[config.mk]
export PLATFORM = sky130hd
export DESIGN_NAME = imm_encoder
export DESIGN_NICKNAME = d
export VERILOG_FILES = /design/src/rtl/imm_enc_pkg.sv /design/src/rtl/imm_split.sv /design/src/rtl/imm_encoder.sv
export SDC_FILE = /design/constraint.sdc
export NUM_CORES = 1
export LEC_CHECK = 0
export BUFFER_PORTS_ARGS = -buffer_cell sky130_fd_sc_hd__buf_2
export CAP_MARGIN = 40
export CORE_ASPECT_RATIO = 0.6
export CORE_MARGIN = 2
export CORE_UTILIZATION = 55
export CTS_CLUSTER_SIZE = 24
export DETAILED_ROUTE_END_ITERATION = 10
export HOLD_SLACK_MARGIN = 0.03
export PLACE_DENSITY = 0.83
export SYNTH_ARGS = -nofsm -noshare
export SYNTH_HDL_FRONTEND = slang
export SYNTH_SLANG_ARGS = --single-unit
[constraint.sdc]
create_clock -name clk -period 5.1 [get_ports clk]
set_clock_uncertainty 0.2 [all_clocks]
set_input_delay 0.51 -clock clk [delete_from_list [all_inputs] [get_ports clk]]
set_output_delay 0.51 -clock clk [all_outputs]
set_load 0.02 [all_outputs]
[src/rtl/imm_enc_pkg.sv]
`default_nettype none
// ============================================================================
// Module   : imm_enc_pkg
// Purpose  : Shared constants, request encodings, FSM state type and
//            RV32I field-packing helpers for the immediate encoder.
// Revision : 1.0 - initial release
// ============================================================================
package imm_enc_pkg;

  // RV32I major opcodes
  localparam logic [6:0] OP_LUI   = 7'b0110111;
  localparam logic [6:0] OP_IMM   = 7'b0010011;
  localparam logic [6:0] OP_STORE = 7'b0100011;

  // funct3 values
  localparam logic [2:0] F3_ADDI = 3'b000;
  localparam logic [2:0] F3_SW   = 3'b010;

  // ADDI x0, x0, 0
  localparam logic [31:0] NOP_INSTR = 32'h0000_0013;

  // Request opcodes on in_op (2'b11 is reserved)
  localparam logic [1:0] REQ_LI   = 2'b00;
  localparam logic [1:0] REQ_ADDI = 2'b01;
  localparam logic [1:0] REQ_SW   = 2'b10;

  typedef enum logic [1:0] {
    IDLE  = 2'd0,
    EMIT1 = 2'd1,
    EMIT2 = 2'd2
  } state_t;

  // I-type ADDI: {imm12, rs1, funct3, rd, opcode}
  function automatic logic [31:0] enc_addi(input logic [11:0] imm12,
                                           input logic [4:0]  rs1,
                                           input logic [4:0]  rd);
    return {imm12, rs1, F3_ADDI, rd, OP_IMM};
  endfunction

  // U-type LUI: {hi20, rd, opcode}
  function automatic logic [31:0] enc_lui(input logic [19:0] hi20,
                                          input logic [4:0]  rd);
    return {hi20, rd, OP_LUI};
  endfunction

  // S-type SW: immediate split around the register fields
  function automatic logic [31:0] enc_sw(input logic [11:0] imm12,
                                         input logic [4:0]  rs2,
                                         input logic [4:0]  rs1);
    return {imm12[11:5], rs2, rs1, F3_SW, imm12[4:0], OP_STORE};
  endfunction

endpackage
`default_nettype wire

[src/rtl/imm_split.sv]
`default_nettype none
// ============================================================================
// Module   : imm_split
// Purpose  : Combinational immediate analysis for a 32-bit value.
// Ports    : value   - 32-bit two's complement immediate
//            fits12  - value is representable as a sign-extended 12-bit imm
//            hi20    - upper 20 bits rounded so that (hi20<<12)+sext(lo12)
//                      reconstructs value
//            lo12    - low 12 bits of value
//            lo_zero - lo12 is zero (LUI alone is sufficient)
// Revision : 1.0 - initial release
// ============================================================================
module imm_split (
  input  logic [31:0] value,
  output logic        fits12,
  output logic [19:0] hi20,
  output logic [11:0] lo12,
  output logic        lo_zero
);

  logic [20:0] top_bits;

  assign top_bits = value[31:11];
  assign fits12   = (top_bits == 21'h0) || (top_bits == 21'h1F_FFFF);
  assign lo12     = value[11:0];
  assign lo_zero  = (value[11:0] == 12'h000);
  // (value + 0x800) >> 12: adding 0x800 carries into bit 12 exactly when
  // bit 11 is set, so the low bits of the sum never need to be formed.
  assign hi20     = value[31:12] + {19'b0, value[11]};

endmodule
`default_nettype wire

[src/rtl/imm_encoder.sv]
`default_nettype none
// ============================================================================
// Module   : imm_encoder
// Purpose  : Sequential RV32I immediate encoder. Turns {op, rd, rs1, value}
//            requests into one or two instruction words (LI, ADDI, SW),
//            streamed over a valid/ready handshake.
// Ports    : clk, rstn (async, active-low)
//            in_valid/in_ready, in_op, in_rd, in_rs1, in_value - request
//            out_valid/out_ready, out_instr, out_last, out_err   - words
//            instr_count - number of accepted output words (wraps)
// Revision : 1.0 - initial release
// ============================================================================
module imm_encoder
  import imm_enc_pkg::*;
#(
  parameter int CNT_W = 16
) (
  input  logic             clk,
  input  logic             rstn,
  input  logic             in_valid,
  output logic             in_ready,
  input  logic [1:0]       in_op,
  input  logic [4:0]       in_rd,
  input  logic [4:0]       in_rs1,
  input  logic [31:0]      in_value,
  output logic             out_valid,
  input  logic             out_ready,
  output logic [31:0]      out_instr,
  output logic             out_last,
  output logic             out_err,
  output logic [CNT_W-1:0] instr_count
);

  state_t           state_q, state_d;
  logic [31:0]      instr_q, instr_d;
  logic             last_q, last_d;
  logic             err_q, err_d;
  logic [31:0]      second_q, second_d;   // pending LI ADDI word
  logic             pend_q, pend_d;
  logic [CNT_W-1:0] count_q, count_d;

  logic        fits12, lo_zero;
  logic [19:0] hi20;
  logic [11:0] lo12;

  logic [31:0] first_word, second_word;
  logic        first_err, has_second;
  logic        accept, out_hs;

  imm_split u_split (
    .value   (in_value),
    .fits12  (fits12),
    .hi20    (hi20),
    .lo12    (lo12),
    .lo_zero (lo_zero)
  );

  // Handshake qualifiers depend only on registered state and rstn.
  assign in_ready  = rstn && (state_q == IDLE);
  assign out_valid = (state_q != IDLE);
  assign accept    = in_valid && in_ready;
  assign out_hs    = out_valid && out_ready;

  // Words for the request currently presented on the input.
  always_comb begin
    first_word  = NOP_INSTR;
    first_err   = 1'b0;
    second_word = NOP_INSTR;
    has_second  = 1'b0;
    unique case (in_op)
      REQ_LI: begin
        if (fits12) begin
          first_word = enc_addi(lo12, 5'd0, in_rd);
        end else begin
          first_word = enc_lui(hi20, in_rd);
          if (!lo_zero) begin
            second_word = enc_addi(lo12, in_rd, in_rd);
            has_second  = 1'b1;
          end
        end
      end
      REQ_ADDI: begin
        if (fits12) first_word = enc_addi(lo12, in_rs1, in_rd);
        else        first_err  = 1'b1;
      end
      REQ_SW: begin
        if (fits12) first_word = enc_sw(lo12, in_rd, in_rs1);
        else        first_err  = 1'b1;
      end
      default: first_err = 1'b1;
    endcase
  end

  // Next-state and output-register logic.
  always_comb begin
    state_d  = state_q;
    instr_d  = instr_q;
    last_d   = last_q;
    err_d    = err_q;
    second_d = second_q;
    pend_d   = pend_q;
    count_d  = count_q + {{(CNT_W-1){1'b0}}, out_hs};
    unique case (state_q)
      IDLE: begin
        if (accept) begin
          instr_d  = first_word;
          last_d   = !has_second;
          err_d    = first_err;
          second_d = second_word;
          pend_d   = has_second;
          state_d  = EMIT1;
        end
      end
      EMIT1: begin
        if (out_hs) begin
          if (pend_q) begin
            instr_d = second_q;
            last_d  = 1'b1;
            err_d   = 1'b0;
            pend_d  = 1'b0;
            state_d = EMIT2;
          end else begin
            state_d = IDLE;
          end
        end
      end
      EMIT2: begin
        if (out_hs) state_d = IDLE;
      end
      default: state_d = IDLE;
    endcase
  end

  always_ff @(posedge clk or negedge rstn) begin
    if (!rstn) begin
      state_q  <= IDLE;
      instr_q  <= 32'h0;
      last_q   <= 1'b0;
      err_q    <= 1'b0;
      second_q <= 32'h0;
      pend_q   <= 1'b0;
      count_q  <= '0;
    end else begin
      state_q  <= state_d;
      instr_q  <= instr_d;
      last_q   <= last_d;
      err_q    <= err_d;
      second_q <= second_d;
      pend_q   <= pend_d;
      count_q  <= count_d;
    end
  end

  assign out_instr   = instr_q;
  assign out_last    = last_q;
  assign out_err     = err_q;
  assign instr_count = count_q;

endmodule
`default_nettype wire

==> results of run 1 <==
==> synth_stat cells, drive strengths merged (5+ instances only) <==
master   n  area, um^2
xnor2   21         184
dfrtp   68        1700
nand2   40         150
o22ai    5        31.3
buf     14        88.8
and3     8        51.3
inv     11        41.3
clkbuf  10        37.5
xor2    11        96.3
nor2    29         119
a21oi   18        90.1
o31ai    5        42.5
ha       9         113
nor4     9        62.6
nand4    9        62.6
a221o    7        70.1
a22o    22         193
o21ai   18        90.1
nand3   18        90.1
==> routing by layer <==
metal	vias up	global-route usage	wire length, um
met4	0	0.0965	191
met5	-	0	0
met1	1688	0.441	4800
li1	1557	-	-
met2	225	0.421	4500
met3	26	0.0705	984
==> state kept, by name, summed over array words and instances, names as in the netlist <==
signal	count
state_q	2
pend_q	1
out_last	1
instr_count	16
out_err	1
out_instr	29
second_q	18
==> what timing repair did <==
| item | 4_1_cts | 5_1_grt |
|---|---|---|
| resized for setup | 0 | 0 |
| hold endpoints to repair | 23 | 0 |
| hold buffers | 1 | 0 |
==> through the flow <==
stage,hold WS [ns],power [mW],instances,area [um^2]
global route,0.183,1.62,563,4400
finish,0.176,1.55,563,4400
floorplan,0.0144,0.934,381,3680
detailed placement,0.267,1.10,546,4190
CTS,0.175,1.55,563,4400
global placement,0.250,1.09,546,4190
==> layout make-up <==
cell class / count / area (um^2)
Clock buffer: 10 / 138
Multi-Input combinational cell: 278 / 1820
Tap cell: 87 / 109
Clock inverter: 6 / 63.8
Timing Repair Buffer: 103 / 533
Fill cell: 544 / 2160
Inverter: 11 / 41.3
Sequential cell: 68 / 1700
==> worst reg2reg max path, delay by kind of cell, from the launching register on <==
family	cells	cell delay [ns]
and+or+nand+nor	3	0.61
buffers and inverters	2	0.41
DFF	1	0.46
AOI/OAI and AO/OA	2	0.60
==> cell families after synthesis <==
logic type      Yosys count
compound gates           97
xor+xnor                 32
fa+ha+maj                 9
buf+inv                  35
flops                    68
mux                       1
other cells               1
simple gates            137
==> power by group through the flow <==
stage               Combinational [mW]  Clock, mW  Sequential, mW
floorplan                        0.162          0           0.772
detailed placement               0.405          0           0.697
CTS                              0.405      0.455           0.689
finish                           0.406      0.456           0.691
global route                     0.443      0.482           0.700
global placement                 0.393          0           0.695
==> worst max path at each step <==
stage | from | to | slack, ns | cells past startpoint
3_5_place_dp | in_value[11] | out_instr[31] | 2.09 | 8
5_1_grt | rstn | out_instr[25] | 1.82 | 9
2_1_floorplan | in_value[11] | out_instr[11] | 2.74 | 9
6_report | rstn | out_instr[31] | 2.04 | 9
4_1_cts | rstn | out_instr[31] | 2.08 | 9
3_3_place_gp | in_value[11] | second_q[31] | 2.23 | 8
==> reports/qor.yml, run 1 <==
p_int_mw: 1.01
grt_pass1_wl_mm: 16.2
viasPerCell: 6.21
power_frac_seq: 0.445
grt_start_max_net_pins: 46
fp.coreArea_um2: 6560
ios: 100
post_cts_buffers: 0
cp_slowest_cell: "dlygate4sd3_1"
timing.rr.end: "out_instr[31]"
path_max_fanout: 27
antenna_found_initial: 0
slew_headroom: 0.379
routabilityCongestion: 0.953
clk_pin_slew_worst_paths_ns: 0.08
cts_tree: "yes"
fin_crit_sh: 0.600
path_class: "in -> reg"
crit_chain: "dlygate4sd3_1, buf_2, nand4bb_1, buf_4, nor2_1, nand2_1, inv_1, a31oi_1, o22ai_1"
vias: 3496
ys_seq_area_frac: 0.463
ys_ff_latch: 68
die_y_um: 67.3
track_usage: 0.295
synth-adder-area-share: 0.0306
setup_slack_ns: 2.04
dp_hpwl_mm: 7.60
die_x_um: 110
utilization: 0.671
ant_nets: 0
synth_area_um2: 3680
max_stage_delay_ns: 0.52
cp.required_ns: 5.16
cts.sinks: 68
synth_top_family_by_area: "simple AND/OR/NAND/NOR gates"
clock_latency_ns: 0.35
htreeDepth: 3
whs_path_depth: 2
initial_core_util: 0.561
tns_ns: 0
p_switching_mw: 0.539
drt-total-wl_mm: 10.5
grt_pass1_vias: 3209
dpl_worst_slack_ns: 2.09
cap_violations: 0
synth_mux_area_frac: 0.00272
area_delta_synth_final_pct: 19.7
swShare: 0.347
mostFrequentLayoutCell: "buf_2"
synth_edf_count: 0
rows: 23
drc: 0
cts_root_buffer: "clkbuf_8"
fin_nets: 528
slew_violations: 0
synth_compound_gate_area_share: 0.189
p_comb_frac: 0.262
power_density_nw_per_um2: 353
grt_overflow: 0
fin_crit_ns: 3.06
clkPwrFrac: 0.293
worstMarginPinSlew_ns: 0.929
holdCritPathClass: "in -> reg"
drive_above_1_share: 0.269
diodes: 0
ir_worst_vdd_uv: 279
status: "finished, final reports clean"
clockBufferDepth: 2
path_buf_inv: 4
hp-start: "in_rs1[4]"
power.leakage_nw: 2.20
worstPathArrival_ns: 3.12
hold_violations: 0
reg2regPathDepth: 7
rsz0062_at_grt: "false"
synth_ff_type: "dfrtp_1"
worstReg2RegStart: "state_q[1]"
reg2reg_setup_slack_ns: 2.69
drt_iter0_drc: 422
die-area_um2: 7380
final_cell_mix: "buf_2 (97), dfrtp_1 (68), nand2_1 (40)"
synth.distinct_cells: 55
numCtsBuffers: 9
yosys_warnings: 0
final-setup-viol-count: 0
yosys.area_share.simple: 0.192
hold_end: "out_instr[19]"
syn_avg_cell_area_um2: 9.68
endpoint_kind: "register"
max_freq_mhz: 327
syn_inst: 380
startpoint_type: "input pin"
crit_family: "buffers and inverters"
synthXorXnorAreaFrac: 0.0762
drt_first_pass_iters: 6
wl_per_cell_um: 18.6
port-buffer-count: 97
async_flop_share: 1.00
No activity file was read; power rests on OpenSTA's default activity.
==> run 2: changes to the inputs <==
--- a/config.mk
+++ b/config.mk
@@ -9,11 +9,11 @@
 export CAP_MARGIN = 40
 export CORE_ASPECT_RATIO = 0.6
 export CORE_MARGIN = 2
-export CORE_UTILIZATION = 55
+export CORE_UTILIZATION = 53
 export CTS_CLUSTER_SIZE = 24
 export DETAILED_ROUTE_END_ITERATION = 10
 export HOLD_SLACK_MARGIN = 0.03
-export PLACE_DENSITY = 0.83
+export PLACE_DENSITY = 0.81
 export SYNTH_ARGS = -nofsm -noshare
 export SYNTH_HDL_FRONTEND = slang
 export SYNTH_SLANG_ARGS = --single-unit
==> constraint.sdc (replaced) <==
create_clock -name clk -period 3.1 [get_ports clk]
set_clock_uncertainty 0.2 [all_clocks]
set_input_delay 0.31 -clock clk [delete_from_list [all_inputs] [get_ports clk]]
set_output_delay 0.31 -clock clk [all_outputs]
set_load 0.02 [all_outputs]
==> reports/qor.yml, run 2 (synthesis results as in run 1) <==
status: "finished, final reports clean"
clk_pin_slew_worst_paths_ns: 0.06  # -0.02 ns
cts_root_buffer: "clkbuf_16"
rows: 23  # unchanged
dpl_worst_slack_ns: 0.508  # -1.58 ns
path_class: "in -> reg"
drt_iter0_drc: 332  # -21%
dp_hpwl_mm: 7.64  # +0.58%
whs_ns: 0.0413  # -0.135 ns
cap_violations: 0  # unchanged
htreeDepth: 3  # unchanged
worstMarginPinSlew_ns: 0.695  # -0.234 ns
power_mw: 2.94  # +89%
ir_worst_vdd_uv: 370  # +33%
cts_tree: "yes"
area_delta_synth_final_pct: 25.8
fin_crit_ns: 2.47
viasPerCell: 6.08  # -2.1%
hold_violations: 0  # unchanged
grt_overflow: 0  # unchanged
initial_core_util: 0.549  # -0.0120
fp.coreArea_um2: 6710  # +2.2%
antenna_found_initial: 0  # unchanged
clock_latency_ns: 0.33  # -0.02 ns
endpoint_kind: "register"
die_x_um: 112  # +1.8%
track_usage: 0.285  # -0.0101
grt_start_max_net_pins: 46  # unchanged
path_max_fanout: 6  # -78%
startpoint_type: "input pin"
drc: 0  # unchanged
numCtsBuffers: 9  # unchanged
largest_register_ffs: 29  # unchanged
setup_slack_ns: 0.633  # -1.41 ns
ant_nets: 0  # unchanged
cts.sinks: 68  # unchanged
mostFrequentLayoutCell: "buf_2"
fin_nets: 538  # +1.9%
routabilityCongestion: 0.957  # +0.41%
tns_ns: 0  # unchanged
final_cell_mix: "buf_2 (97), dfrtp_1 (68), nand2_1 (40)"
vias: 3484  # -0.34%
power.leakage_nw: 2.31  # +4.9%
stdcell_count: 573  # +1.8%
ios: 100  # unchanged
die-area_um2: 7640  # +3.6%
placed_cells: 550  # +0.73%
rsz0062_at_grt: "false"
fin_crit_sh: 0.796
drt_first_pass_iters: 5  # -1
max_freq_mhz: 405
clockBufferDepth: 2  # unchanged
drive_above_1_share: 0.272  # +0.00270
holdCritPathClass: "in -> reg"
drt-total-wl_mm: 10.5  # about the same
wl_per_cell_um: 18.3  # -1.7%
final-setup-viol-count: 0  # unchanged
cp.required_ns: 3.08  # -2.08 ns
port-buffer-count: 97  # unchanged
grt_pass1_vias: 3200  # -0.28%
slew_headroom: 0.535  # +0.157
worstPathArrival_ns: 2.45  # -0.67 ns
diodes: 0  # unchanged
grt_pass1_wl_mm: 16.7  # +3.2%
die_y_um: 68.5  # +1.8%
slew_violations: 0  # unchanged
power_density_nw_per_um2: 635  # +80%
## run 2: cell types whose count changed in the layout (fill, tap and decap cells not counted), sizes merged
cell,change
buf,+4
bufinv,+1
clkbuf,-1
clkinvlp,-1
dlygate4sd3,+6
inv,+1
## run 2: path summary, 6_finish.rpt
kind                               from             to  slack (ns)  cells past startpoint
min                            in_rd[4]   second_q[19]        0.04                      2
max                                rstn  out_instr[31]        0.63                      8
min in group asynchronous          rstn     state_q[1]        0.34                      3
max reg2reg                  state_q[1]  out_instr[31]        0.76                      6
max in group asynchronous          rstn  out_instr[13]        1.86                      3
min reg2reg                out_instr[2]   out_instr[2]        0.27                      2
## run 2: critical path: stages
cell and delay [ns]:
dlygate4sd3_1 0.53, buf_2 0.14, nand4bb_1 0.24, nor2_1 0.18
nand2_1 0.24, inv_1 0.09, a31oi_1 0.50, o22ai_1 0.22
## run 2: routing by layer
metal	GRT usage	vias up	part of all wire
met5	0	-	0
met4	0.0849	0	0.0088
met3	0.0673	9	0.096
met2	0.428	199	0.42
met1	0.416	1702	0.47
li1	-	1574	-
## run 2: what timing repair did
item,in CTS,in global routing
hold buffers,7,0
resized for setup,0,0
endpoints found under the hold margin,74,0
buffers inserted,0,0
## run 2: area by class of cell
cell class / count / area [um^2]
clock inverters: 7 / 98.8
well taps: 87 / 109
fillers: 517 / 2080
clock buffers: 9 / 225
inverters: 11 / 41.3
repair buffers: 113 / 636
multi-input cells: 278 / 1820
flip-flops and latches: 68 / 1700
## run 2: stage by stage
step | area, um^2 | util
2_1_floorplan | 3680 | -
3_3_place_gp | 4230 | 0.631
3_5_place_dp | 4230 | 0.631
4_1_cts | 4630 | 0.690
5_1_grt | 4630 | 0.690
6_report | 4630 | 0.690
## run 2: power by group
group	switching, mW	internal [mW]	total [mW]	leakage, nW
combinational	0.424	0.257	0.681	1.26
clock	0.414	0.708	1.12	0.156
sequential	0.105	1.03	1.14	0.889
total	0.944	2.00	2.94	2.31
